<file path="config.mk">
export PLATFORM = sky130hd
export DESIGN_NAME = collision_scanner
export DESIGN_NICKNAME = d
export VERILOG_FILES = /design/src/rtl/collision_scanner.sv
export SDC_FILE = /design/constraint.sdc
export NUM_CORES = 1
export LEC_CHECK = 0
export CAP_MARGIN = 10
export CORE_ASPECT_RATIO = 0.9
export CORE_UTILIZATION = 40
export DETAILED_ROUTE_END_ITERATION = 7
export DONT_BUFFER_PORTS = 1
export GPL_ROUTABILITY_DRIVEN = 0
export PLACE_DENSITY_LB_ADDON = 0.15
export SYNTH_ARGS = -nofsm -noshare
export SYNTH_HDL_FRONTEND = slang
export SYNTH_SLANG_ARGS = --single-unit
</file>
<file path="constraint.sdc">
create_clock -name clk -period 28.1 [get_ports clk]
set_input_delay 5.62 -clock clk [delete_from_list [all_inputs] [get_ports clk]]
set_output_delay 5.62 -clock clk [all_outputs]
set_load 0.01 [all_outputs]
</file>
<file path="src/rtl/collision_scanner.sv">
// Per-frame frog/car collision scanner: snapshots all sprites on frame_tick, tests one
// car per clock with a bounding-box overlap, then reports death/win pulses with a frame grace window.
module collision_scanner #(
  parameter int NUM_CARS     = 11,
  parameter int COORD_W      = 10,
  parameter int FROG_W       = 32,
  parameter int CAR_W        = 32,
  parameter int CAR_H        = 32,
  parameter int WIN_Y        = 0,
  parameter int GRACE_FRAMES = 30,
  localparam int IDX_W       = (NUM_CARS > 1) ? $clog2(NUM_CARS) : 1
) (
  input  logic                         clk,
  input  logic                         reset,
  input  logic                         frame_tick,
  input  logic [COORD_W-1:0]           frog_x,
  input  logic [COORD_W-1:0]           frog_y,
  input  logic [NUM_CARS*COORD_W-1:0]  car_x_bus,
  input  logic [NUM_CARS*COORD_W-1:0]  car_y_bus,
  input  logic [NUM_CARS-1:0]          car_en,
  output logic                         death_collision,
  output logic                         win_collision,
  output logic [IDX_W-1:0]             hit_index,
  output logic                         scan_busy,
  output logic                         grace_active,
  output logic                         tick_overrun
);

  localparam int SUM_W   = COORD_W + 1;
  localparam int GRACE_W = $clog2(GRACE_FRAMES + 2);
  // The accept edge of the very next scan already consumes one count, so one extra
  // count is loaded to keep GRACE_FRAMES whole frames suppressed.
  localparam logic [GRACE_W-1:0] GRACE_LOAD =
    GRACE_W'((GRACE_FRAMES == 0) ? 0 : GRACE_FRAMES + 1);
  localparam logic [IDX_W-1:0]   LAST_IDX = IDX_W'(NUM_CARS - 1);

  typedef enum logic [1:0] {IDLE, SCAN, REPORT} state_t;

  function automatic logic overlap(input logic en,
                                   input logic [COORD_W-1:0] fx, input logic [COORD_W-1:0] fy,
                                   input logic [COORD_W-1:0] cx, input logic [COORD_W-1:0] cy);
    logic [SUM_W-1:0] fx_e, fy_e, cx_e, cy_e;
    fx_e = {1'b0, fx};
    fy_e = {1'b0, fy};
    cx_e = {1'b0, cx};
    cy_e = {1'b0, cy};
    return en &&
           (fx_e < cx_e + SUM_W'(CAR_W)) && (cx_e < fx_e + SUM_W'(FROG_W)) &&
           (fy_e < cy_e + SUM_W'(CAR_H)) && (cy_e < fy_e + SUM_W'(FROG_W));
  endfunction

  function automatic logic [GRACE_W-1:0] grace_dec(input logic [GRACE_W-1:0] g);
    return (g == '0) ? '0 : g - 1'b1;
  endfunction

  state_t               state_q;
  logic [COORD_W-1:0]   frog_x_q, frog_y_q;
  logic [COORD_W-1:0]   car_x_q [NUM_CARS];
  logic [COORD_W-1:0]   car_y_q [NUM_CARS];
  logic [NUM_CARS-1:0]  car_en_q;
  logic [IDX_W-1:0]     idx_q, pend_idx_q, hit_index_q;
  logic                 hit_q;
  logic [GRACE_W-1:0]   grace_q;
  logic                 death_q, win_q, overrun_q;

  logic                 overlap_d, death_d, win_d;

  always_comb begin
    overlap_d = overlap(car_en_q[idx_q], frog_x_q, frog_y_q, car_x_q[idx_q], car_y_q[idx_q]);
    death_d   = hit_q && (grace_q == '0);
    win_d     = (frog_y_q == COORD_W'(WIN_Y)) && !death_d;
  end

  always_ff @(posedge clk or posedge reset) begin
    if (reset) begin
      state_q     <= IDLE;
      frog_x_q    <= '0;
      frog_y_q    <= '0;
      for (int i = 0; i < NUM_CARS; i++) begin
        car_x_q[i] <= '0;
        car_y_q[i] <= '0;
      end
      car_en_q    <= '0;
      idx_q       <= '0;
      pend_idx_q  <= '0;
      hit_index_q <= '0;
      hit_q       <= 1'b0;
      grace_q     <= '0;
      death_q     <= 1'b0;
      win_q       <= 1'b0;
      overrun_q   <= 1'b0;
    end else begin
      death_q   <= 1'b0;
      win_q     <= 1'b0;
      overrun_q <= 1'b0;
      case (state_q)
        IDLE: begin
          if (frame_tick) begin
            frog_x_q <= frog_x;
            frog_y_q <= frog_y;
            for (int i = 0; i < NUM_CARS; i++) begin
              car_x_q[i] <= car_x_bus[i*COORD_W +: COORD_W];
              car_y_q[i] <= car_y_bus[i*COORD_W +: COORD_W];
            end
            car_en_q <= car_en;
            hit_q    <= 1'b0;
            idx_q    <= '0;
            grace_q  <= grace_dec(grace_q);
            state_q  <= SCAN;
          end
        end
        SCAN: begin
          overrun_q <= frame_tick;
          // First overlap wins: later hits never displace the lowest index.
          if (overlap_d && !hit_q) begin
            hit_q      <= 1'b1;
            pend_idx_q <= idx_q;
          end
          if (idx_q == LAST_IDX) begin
            state_q <= REPORT;
          end else begin
            idx_q <= idx_q + 1'b1;
          end
        end
        REPORT: begin
          overrun_q <= frame_tick;
          if (death_d) begin
            death_q     <= 1'b1;
            hit_index_q <= pend_idx_q;
            grace_q     <= GRACE_LOAD;
          end
          win_q   <= win_d;
          state_q <= IDLE;
        end
        default: state_q <= IDLE;
      endcase
    end
  end

  assign death_collision = death_q;
  assign win_collision   = win_q;
  assign hit_index       = hit_index_q;
  assign scan_busy       = (state_q != IDLE);
  assign grace_active    = (grace_q != '0);
  assign tick_overrun    = overrun_q;

endmodule

</file>
==> results of run 1 <==
[layout by cell type, fill, tap and decap left out, types with 9 or more instances in the layout]
cell | synthesis | layout
mux2_2 | 281 | 281
dfrtp_1 | 274 | 271
ha_1 | 45 | 45
inv_1 | 34 | 33
mux4_2 | 30 | 30
clkbuf_16 | 0 | 29
o21ai_0 | 27 | 27
nand2_1 | 28 | 27
nand3_1 | 20 | 20
nor2_1 | 18 | 18
a21oi_1 | 17 | 17
o21a_1 | 11 | 11
buf_4 | 2 | 11
diode_2 | 0 | 9
nand2b_1 | 9 | 9
mux4_1 | 9 | 9
a221o_1 | 9 | 9
[critical path, stage by stage (launching register included)]
cell	delay (ns)
dfrtp_1	0.40
inv_1	0.08
ha_1	0.18
nor3b_1	0.37
nor2b_1	0.48
inv_1	0.17
[routing by layer]
metal	share of wire	GRT usage	vias up
met1	0.46	0.273	4060
met3	0.066	0.0590	40
li1	-	-	3579
met2	0.45	0.302	183
met5	0.0021	0	-
met4	0.015	0.0430	10
[metrics by stage]
step            util  instance area (µm²)  setup WS [ns]  power (mW)  hold WS [ns]
6_report       0.446                14800          20.24        1.91         0.491
5_1_grt        0.446                14800          20.06        2.05         0.505
4_1_cts        0.446                14800          20.19        1.93         0.494
3_5_place_dp   0.418                13800          19.87        1.55         0.481
3_3_place_gp   0.418                13800          19.87        1.53         0.475
2_1_floorplan      -                13500          14.93        1.34         0.460
[final cells by class]
class | count | share of cell area
flip-flops and latches | 274 | 0.464
multi-input cells | 609 | 0.422
clock buffers | 42 | 0.0578
well taps | 422 | 0.0357
inverters | 34 | 0.00914
repair buffers | 11 | 0.00559
clock inverters | 10 | 0.00398
diodes | 9 | 0.00152
[cell families after synthesis]
| logic type | share of synthesized area |
|---|---|
| compound gates | 0.0645 |
| xor+xnor | 0.00777 |
| fa+ha+maj | 0.0416 |
| buf+inv | 0.0329 |
| flops | 0.507 |
| mux | 0.307 |
| simple gates | 0.0390 |
[power groups by stage]
stage | Sequential [mW] | Combinational (mW) | Clock (mW)
after floorplan | 0.661 | 0.677 | 0
after global placement | 0.714 | 0.816 | 0
after detailed placement | 0.721 | 0.829 | 0
after CTS | 0.715 | 0.834 | 0.381
after global routing | 0.740 | 0.914 | 0.396
final | 0.714 | 0.825 | 0.368
[state kept, by name, indices dropped and copies added (netlist names)]
register         flops
hit_q                1
car_en_q            11
hit_index            4
state_q              2
car_y_q            110
idx_q                4
win_collision        1
frog_y_q            10
pend_idx_q           4
frog_x_q            10
grace_q              5
death_collision      1
car_x_q            110
tick_overrun         1
[final timing paths]
check,start,to,slack (ns),depth (start not counted)
max reg2reg,idx_q[1],pend_idx_q[3],22.95,12
max in group asynchronous,reset,car_x_q[38],21.41,2
max,grace_q[0],grace_active,20.24,5
min in group asynchronous,reset,tick_overrun,5.09,1
min reg2reg,pend_idx_q[3],pend_idx_q[3],0.49,1
min,pend_idx_q[3],pend_idx_q[3],0.49,1
==> flow_metrics.tcl, run 1 <==
set metrics [dict create \
    die_h_um 176 \
    grtUsageTotal 0.196 \
    cts_max_level 1 \
    path_max_fanout 7 \
    detail_route.first_pass.iterations 4 \
    max_freq_mhz 127 \
    numCtsBuffers 29 \
    max-vdd-ir-drop_v 0.0000620 \
    routed_via_density 5.58 \
    antenna_found_initial 15 \
    multi_input_area_um2 6230 \
    syn_to_final_growth_pct 9.26 \
    cts_sinks 274 \
    p_int_mw 1.23 \
    rsz0062_at_grt "false" \
    worst_pin_slew_ns 1.12 \
    netlist_instances 976 \
    grt_max_degree 130 \
    setup-tns-final_ns 0 \
    seqPwrFrac 0.374 \
    p_sw_mw 0.675 \
    cts.reportedPaths.clkPinSlew_ns 0.06 \
    endpoint_kind "output port" \
    cts_root_buf "clkbuf_16" \
    clock_skew_ns 0.0124 \
    dieArea_um2 34600 \
    ys_types 60 \
    grt_pass1_wl_um 51400 \
    cts-resized-gates 0 \
    ys_seq_area_frac 0.507 \
    p_leak_nw 6.22 \
    min_period_over_period 0.280 \
    num_vias 7872 \
    finalCriticalPeriod_ns 7.86 \
    yosysMostFrequentCell "mux2_2" \
    drive_gt1_frac 0.392 \
    clk_latency_ns 0.56 \
    synth_edf_count 0 \
    synthArstFlopShare 1.00 \
    synth_top_area_cell "dfrtp_1" \
    port_buffers 0 \
    ys.flop_type "dfrtp_1" \
    synthTopCellsByArea "dfrtp_1, mux2_2, mux4_2" \
    combPwrFrac 0.433 \
    swShare 0.354 \
    ff_latch_area_um2 6870 \
    start_util 0.409 \
    ys.warnings.count 0 \
    synth_nets 1275 \
    place_hpwl_um 23900 \
    hp-class "flop to flop" \
    die_w_um 196 \
    setup_violations 0 \
    drt_iter0_markers 369 \
    pwr-share-clk 0.193 \
    synth_area_um2 13500 \
    worstPathArrival_ns 2.24 \
    syn_area_per_cell_um2 13.9 \
    postRouteWirelength_um 33900 \
    final_cells 1411 \
    slew_viol_final 0 \
    first_global_vias 8233 \
    synth_top_area_frac 0.507 \
    route.detailed.drc 0 \
    io_pins 263 \
    max-slew-margin-rel 0.252 \
    ys_top_cells_by_count "mux2_2, dfrtp_1, ha_1, clkbuf_1, inv_1" \
    core_area_um2 33100 \
    clockBufferDepth 3 \
    final_net_count 1258 \
    maxCapViolations 0 \
    ctsHoldBuffers 0 \
    cts_setup_buffers 0 \
    powerDensity_nw_per_um2 129 \
    synth_seq_cells 274 \
    finalHoldViolCount 0 \
    critPathLaunchType "flop" \
    dp_cells 1350 \
    wire_per_inst_um 24.0 \
    cts_tree "done" \
    std_cell_rows 63 \
    nFillCells 3034 \
    ant_nets 0 \
    status "completed" \
    crit_type "flop to output port" \
    grt-ovfl-total 0 \
    required_ns 22.48 \
]
No activity file was read; power rests on OpenSTA's default activity.
==> run 2, diff against run 1 <==
==> constraint.sdc (replaced) <==
create_clock -name clk -period 7.29 [get_ports clk]
set_input_delay 1.458 -clock clk [delete_from_list [all_inputs] [get_ports clk]]
set_output_delay 1.458 -clock clk [all_outputs]
set_load 0.01 [all_outputs]
==> run 2 against run 1 <==
Against the previous run: non-clock buffer count down 1; sequential power rose to 3.9 times the previous value; via count up 0.57%; worst hold slack better by 0.0050 ns; register-to-register slack worse by 20 ns; total power rose to 3.9 times the previous value; routed wire length about the same; first-iteration DRC count down 3.8%; sequential share of layout area down 0.20 points; sequential cell count unchanged; largest cell class unchanged; highest routed layer unchanged.
==> flow_metrics.tcl, run 2 (synthesis results as in run 1) <==
set metrics [dict create \
    status "completed" \
    cts_root_buf "clkbuf_16" \
    setup_violations 0 \
    wire_per_inst_um 24.1 \
    clockBufferDepth 3 \
    top_regs "car_x_q: 110 flops, car_y_q: 110 flops, car_en_q: 11 flops" \
    dieArea_um2 34600 \
    worstPathCellList "nor2b_2 > a21oi_1 > o21ai_0 > ha_1 > a2111oi_0 > o21ai_0 > o211ai_1 > o2111ai_1 > nor3_2 > o211ai_2 > mux2_1" \
    wl_met1_um 15500 \
    max_freq_mhz 219 \
    required_ns 7.73 \
    cts-resized-gates 0 \
    finalHoldViolCount 0 \
    rsz0062_at_grt "false" \
    ant_nets 0 \
    drive_gt1_frac 0.387 \
    setup-tns-final_ns 0 \
    worstPathArrival_ns 5.01 \
    detail_route.first_pass.iterations 4 \
    cts_setup_buffers 0 \
    hold_slack_ns 0.496 \
    cts.reportedPaths.clkPinSlew_ns 0.06 \
    final_cell_mix "mux2_2, dfrtp_1, ha_1, inv_1" \
    place_hpwl_um 24200 \
    first_global_vias 8194 \
    numCtsBuffers 30 \
    die_h_um 176 \
    io_pins 263 \
    grt_pass1_wl_um 51500 \
    num_vias 7917 \
    cts_max_level 1 \
    path_delay_family "compound AO/OA/AOI/OAI gates" \
    postRouteWirelength_um 33900 \
    clock_skew_ns 0.0275 \
    port_buffers 0 \
    path_max_fanout 46 \
    grt_max_degree 145 \
    endpoint_kind "flop" \
    min_period_over_period 0.627 \
    worst_pin_slew_ns 1.02 \
    cts_tree "done" \
    met3_wirelength_um 2440 \
    final_net_count 1258 \
    crit_path_max_incr_delay_ns 0.89 \
    clk_latency_ns 0.58 \
    max-vdd-ir-drop_v 0.000252 \
    cts_sinks 274 \
    drt_iter0_markers 355 \
    grtUsageTotal 0.197 \
    max-slew-margin-rel 0.321 \
    critPathLaunchType "flop" \
    std_cell_rows 63 \
    finalCriticalPeriod_ns 4.57 \
    ctsHoldBuffers 0 \
    antenna_found_initial 13 \
    p_leak_nw 6.23 \
    critical_path.most_common_cell "o21ai_0" \
    grt-ovfl-total 0 \
    crit_type "flop to flop" \
    cp_slowest_cell "nor2b_2" \
    critical_path_buf_inv_count 0 \
    syn_to_final_growth_pct 9.73 \
    maxCapViolations 0 \
    highest_layer "met5" \
    route.detailed.drc 0 \
    die_w_um 196 \
    wl_met2_um 15200 \
    core_area_um2 33100 \
    hp-class "flop to flop" \
    powerDensity_nw_per_um2 501 \
    slew_viol_final 0 \
    routed_via_density 5.63 \
    start_util 0.409 \
    layout_commonest_cell "mux2_2" \
]
[run 2: power by group]
| part | switching, mW | internal (mW) |
|---|---|---|
| Clock | 0.616 | 0.885 |
| Combinational | 1.48 | 1.68 |
| Sequential | 0.514 | 2.27 |
[run 2: per-stage QoR]
step / cells / worst slack (ns) / utilization / area (µm²) / total power, mW
2_1_floorplan: 976 / 2.21 / - / 13500 / 5.16
3_3_place_gp: 1349 / 2.83 / 0.419 / 13900 / 5.93
3_5_place_dp: 1349 / 2.71 / 0.419 / 13900 / 5.98
4_1_cts: 1399 / 2.71 / 0.448 / 14800 / 7.52
5_1_grt: 1401 / 2.40 / 0.448 / 14800 / 7.98
6_report: 1405 / 2.72 / 0.448 / 14800 / 7.44
[run 2: area by class of cell]
| class | count | area [µm²] |
|---|---|---|
| fillers | 3056 | 18300 |
| flip-flops and latches | 274 | 6870 |
| multi-input cells | 609 | 6230 |
| clock buffers | 44 | 863 |
| well taps | 422 | 528 |
| inverters | 34 | 131 |
| clock inverters | 6 | 108 |
| repair buffers | 10 | 100 |
| diodes | 6 | 15.0 |
[run 2: per-layer routing]
layer  vias to the layer above  track usage
met5                         -            0
met4                        14       0.0387
met3                        52       0.0577
met2                       191        0.298
met1                      4081        0.282
li1                       3579            -
[run 2: path summary, 6_finish.rpt]
path	startpoint	depth (start not counted)	slack, ns	endpoint
worst max-delay path	idx_q[1]	11	2.72	pend_idx_q[3]
worst min-delay path	pend_idx_q[3]	1	0.50	pend_idx_q[3]
worst max register to register	idx_q[1]	11	2.72	pend_idx_q[3]
worst min register to register	pend_idx_q[3]	1	0.50	pend_idx_q[3]
max in group asynchronous	reset	3	4.70	idx_q[0]
min in group asynchronous	reset	2	0.92	death_collision
==> run 3, diff against run 2 <==
==> constraint.sdc (replaced) <==
create_clock -name clk -period 4.7 [get_ports clk]
set_input_delay 0.94 -clock clk [delete_from_list [all_inputs] [get_ports clk]]
set_output_delay 0.94 -clock clk [all_outputs]
set_load 0.01 [all_outputs]
==> run 3 against run 2 <==
Against the previous run: sequential cell count stayed put; cell area is 0.67% higher; first-iteration DRC count is 31% higher; global-route usage is 0.37 points higher; worst setup slack worse by 2.1 ns; highest routed layer unchanged; clock power is 54% higher; routed wire length is 1.8% higher.
==> flow_metrics.tcl, run 3 (synthesis results as in run 1) <==
set metrics [dict create \
    status "completed" \
    endpoint_kind "flop" \
    path_delay_family "compound AO/OA/AOI/OAI gates" \
    finalHoldViolCount 0 \
    grt_max_degree 150 \
    finalCriticalPeriod_ns 4.07 \
    die_h_um 176 \
    std_cell_rows 63 \
    critical_path.most_common_cell "o21ai_0" \
    hp-class "primary input to asynchronous set/reset pin" \
    top_regs "car_x_q: 110 flops, car_y_q: 110 flops, car_en_q: 11 flops" \
    core_area_um2 33100 \
    dieArea_um2 34600 \
    antenna_found_initial 13 \
    postRouteWirelength_um 34500 \
    cts_root_buf "clkbuf_16" \
    detail_route.first_pass.iterations 4 \
    layout_commonest_cell "mux2_2" \
    worstPathCellList "mux4_2 > a22oi_1 > o21ai_0 > ha_1 > a2111oi_0 > o21ai_0 > o211ai_1 > o2111ai_1 > nor3_2 > o211ai_2 > mux2_1" \
    cp.depth 11 \
    slew_viol_final 0 \
    p_leak_nw 6.29 \
    crit_path_max_incr_delay_ns 0.68 \
    die_w_um 196 \
    pwr-share-clk 0.200 \
    ctsHoldBuffers 0 \
    powerDensity_nw_per_um2 775 \
    cts.reportedPaths.clkPinSlew_ns 0.07 \
    wire_per_inst_um 24.4 \
    cts_tree "done" \
    worstPathArrival_ns 4.53 \
    clock_skew_ns 0.0118 \
    required_ns 5.16 \
    cts_sinks 274 \
    critical_path_buf_inv_count 0 \
    ff2ff_setup_slack_ns 0.63 \
    combPwrFrac 0.428 \
    dpl_worst_slack_ns 0.653 \
    clockBufferDepth 3 \
    critPathLaunchType "flop" \
    p_sw_mw 4.08 \
    seqPwrFrac 0.372 \
    place_hpwl_um 24900 \
    cts_max_level 1 \
    grt_pass1_wl_um 52300 \
    io_pins 263 \
    power_mw 11.6 \
    maxCapViolations 0 \
    critPathLaunch "idx_q[1]" \
    setup-tns-final_ns 0 \
    clk_latency_ns 0.58 \
    cts-resized-gates 0 \
    grt-ovfl-total 0 \
    regToRegEndpoint "pend_idx_q[3]" \
    timing.rr.start "idx_q[1]" \
    p_int_mw 7.49 \
    num_vias 7996 \
    drt_iter0_markers 465 \
    start_util 0.409 \
    path_max_fanout 25 \
    worst_pin_slew_ns 0.951 \
    drive_gt1_frac 0.393 \
    reg2regPathDepth 11 \
    rsz0062_at_grt "false" \
    cp_slowest_cell "dfrtp_4" \
    worstSetupEndpoint "pend_idx_q[3]" \
    setup_slack_ns 0.633 \
    syn_to_final_growth_pct 10.5 \
    max_freq_mhz 246 \
    final_cell_mix "mux2_2, dfrtp_1, ha_1, inv_1" \
    numCtsBuffers 30 \
    routed_via_density 5.65 \
    ant_nets 0 \
    final_net_count 1266 \
    fin_util 0.451 \
    port_buffers 0 \
    crit_type "flop to flop" \
    max-slew-margin-rel 0.366 \
    max-vdd-ir-drop_v 0.000381 \
    cts_setup_buffers 0 \
    min_period_over_period 0.865 \
    first_global_vias 8253 \
    grtUsageTotal 0.201 \
    route.detailed.drc 0 \
    setup_violations 0 \
    swShare 0.353 \
]
## run 3: cell count changes in the layout (fill, tap and decap cells not counted)
cell / delta
buf_12: +4
clkinv_2: +5
clkbuf_1: +1
clkinv_4: +1
clkinvlp_4: -1
clkbuf_8: -3
buf_4: +4
## run 3: final cells by class
class,count,area [µm²]
clock buffers,42,826
inverters,34,131
repair buffers,18,210
diodes,6,15.0
fillers,3017,18200
well taps,422,528
flip-flops and latches,274,6870
multi-input cells,609,6230
clock inverters,11,134
## run 3: worst reg2reg max path, cell delays in order, from the launching register on
cell and delay [ns]:
dfrtp_4 0.68, mux4_2 0.58, a22oi_1 0.37, o21ai_0 0.28, ha_1 0.38, a2111oi_0 0.45
o21ai_0 0.17, o211ai_1 0.13, o2111ai_1 0.16, nor3_2 0.22, o211ai_2 0.19, mux2_1 0.35
## run 3: metrics by stage
| stage | area, µm² | instances | hold slack (ns) |
|---|---|---|---|
| floorplan | 13500 | 976 | 0.460 |
| global placement | 14000 | 1357 | 0.480 |
| detailed placement | 14000 | 1357 | 0.487 |
| CTS | 14900 | 1410 | 0.374 |
| global route | 14900 | 1411 | 0.415 |
| finish | 14900 | 1416 | 0.368 |
## run 3: routing by layer
metal | track usage | share of wire | up-vias
met3 | 0.0613 | 0.070 | 50
met2 | 0.304 | 0.45 | 200
li1 | - | - | 3602
met5 | 0 | 0.0023 | -
met1 | 0.287 | 0.46 | 4132
met4 | 0.0342 | 0.013 | 12
## run 3: power by group through the flow
stage | registers, mW | logic [mW] | clock network [mW]
floorplan | 3.95 | 4.05 | 0
global placement | 4.32 | 4.92 | 0
detailed placement | 4.34 | 4.97 | 0
CTS | 4.31 | 5.00 | 2.37
global route | 4.46 | 5.50 | 2.46
finish | 4.31 | 4.96 | 2.31
## run 3: worst min-delay path by stage
| stage | slack (ns) | endpoint | from | cells after the start |
|---|---|---|---|---|
| after global routing | 0.41 | death_collision | reset | 1 |
| after floorplan | 0.46 | pend_idx_q[3] | pend_idx_q[3] | 1 |
| final | 0.37 | death_collision | reset | 1 |
| after global placement | 0.48 | car_x_q[10] | car_x_q[10] | 1 |
| after detailed placement | 0.49 | car_y_q[65] | car_y_q[65] | 1 |
| after CTS | 0.37 | car_y_q[4] | reset | 1 |
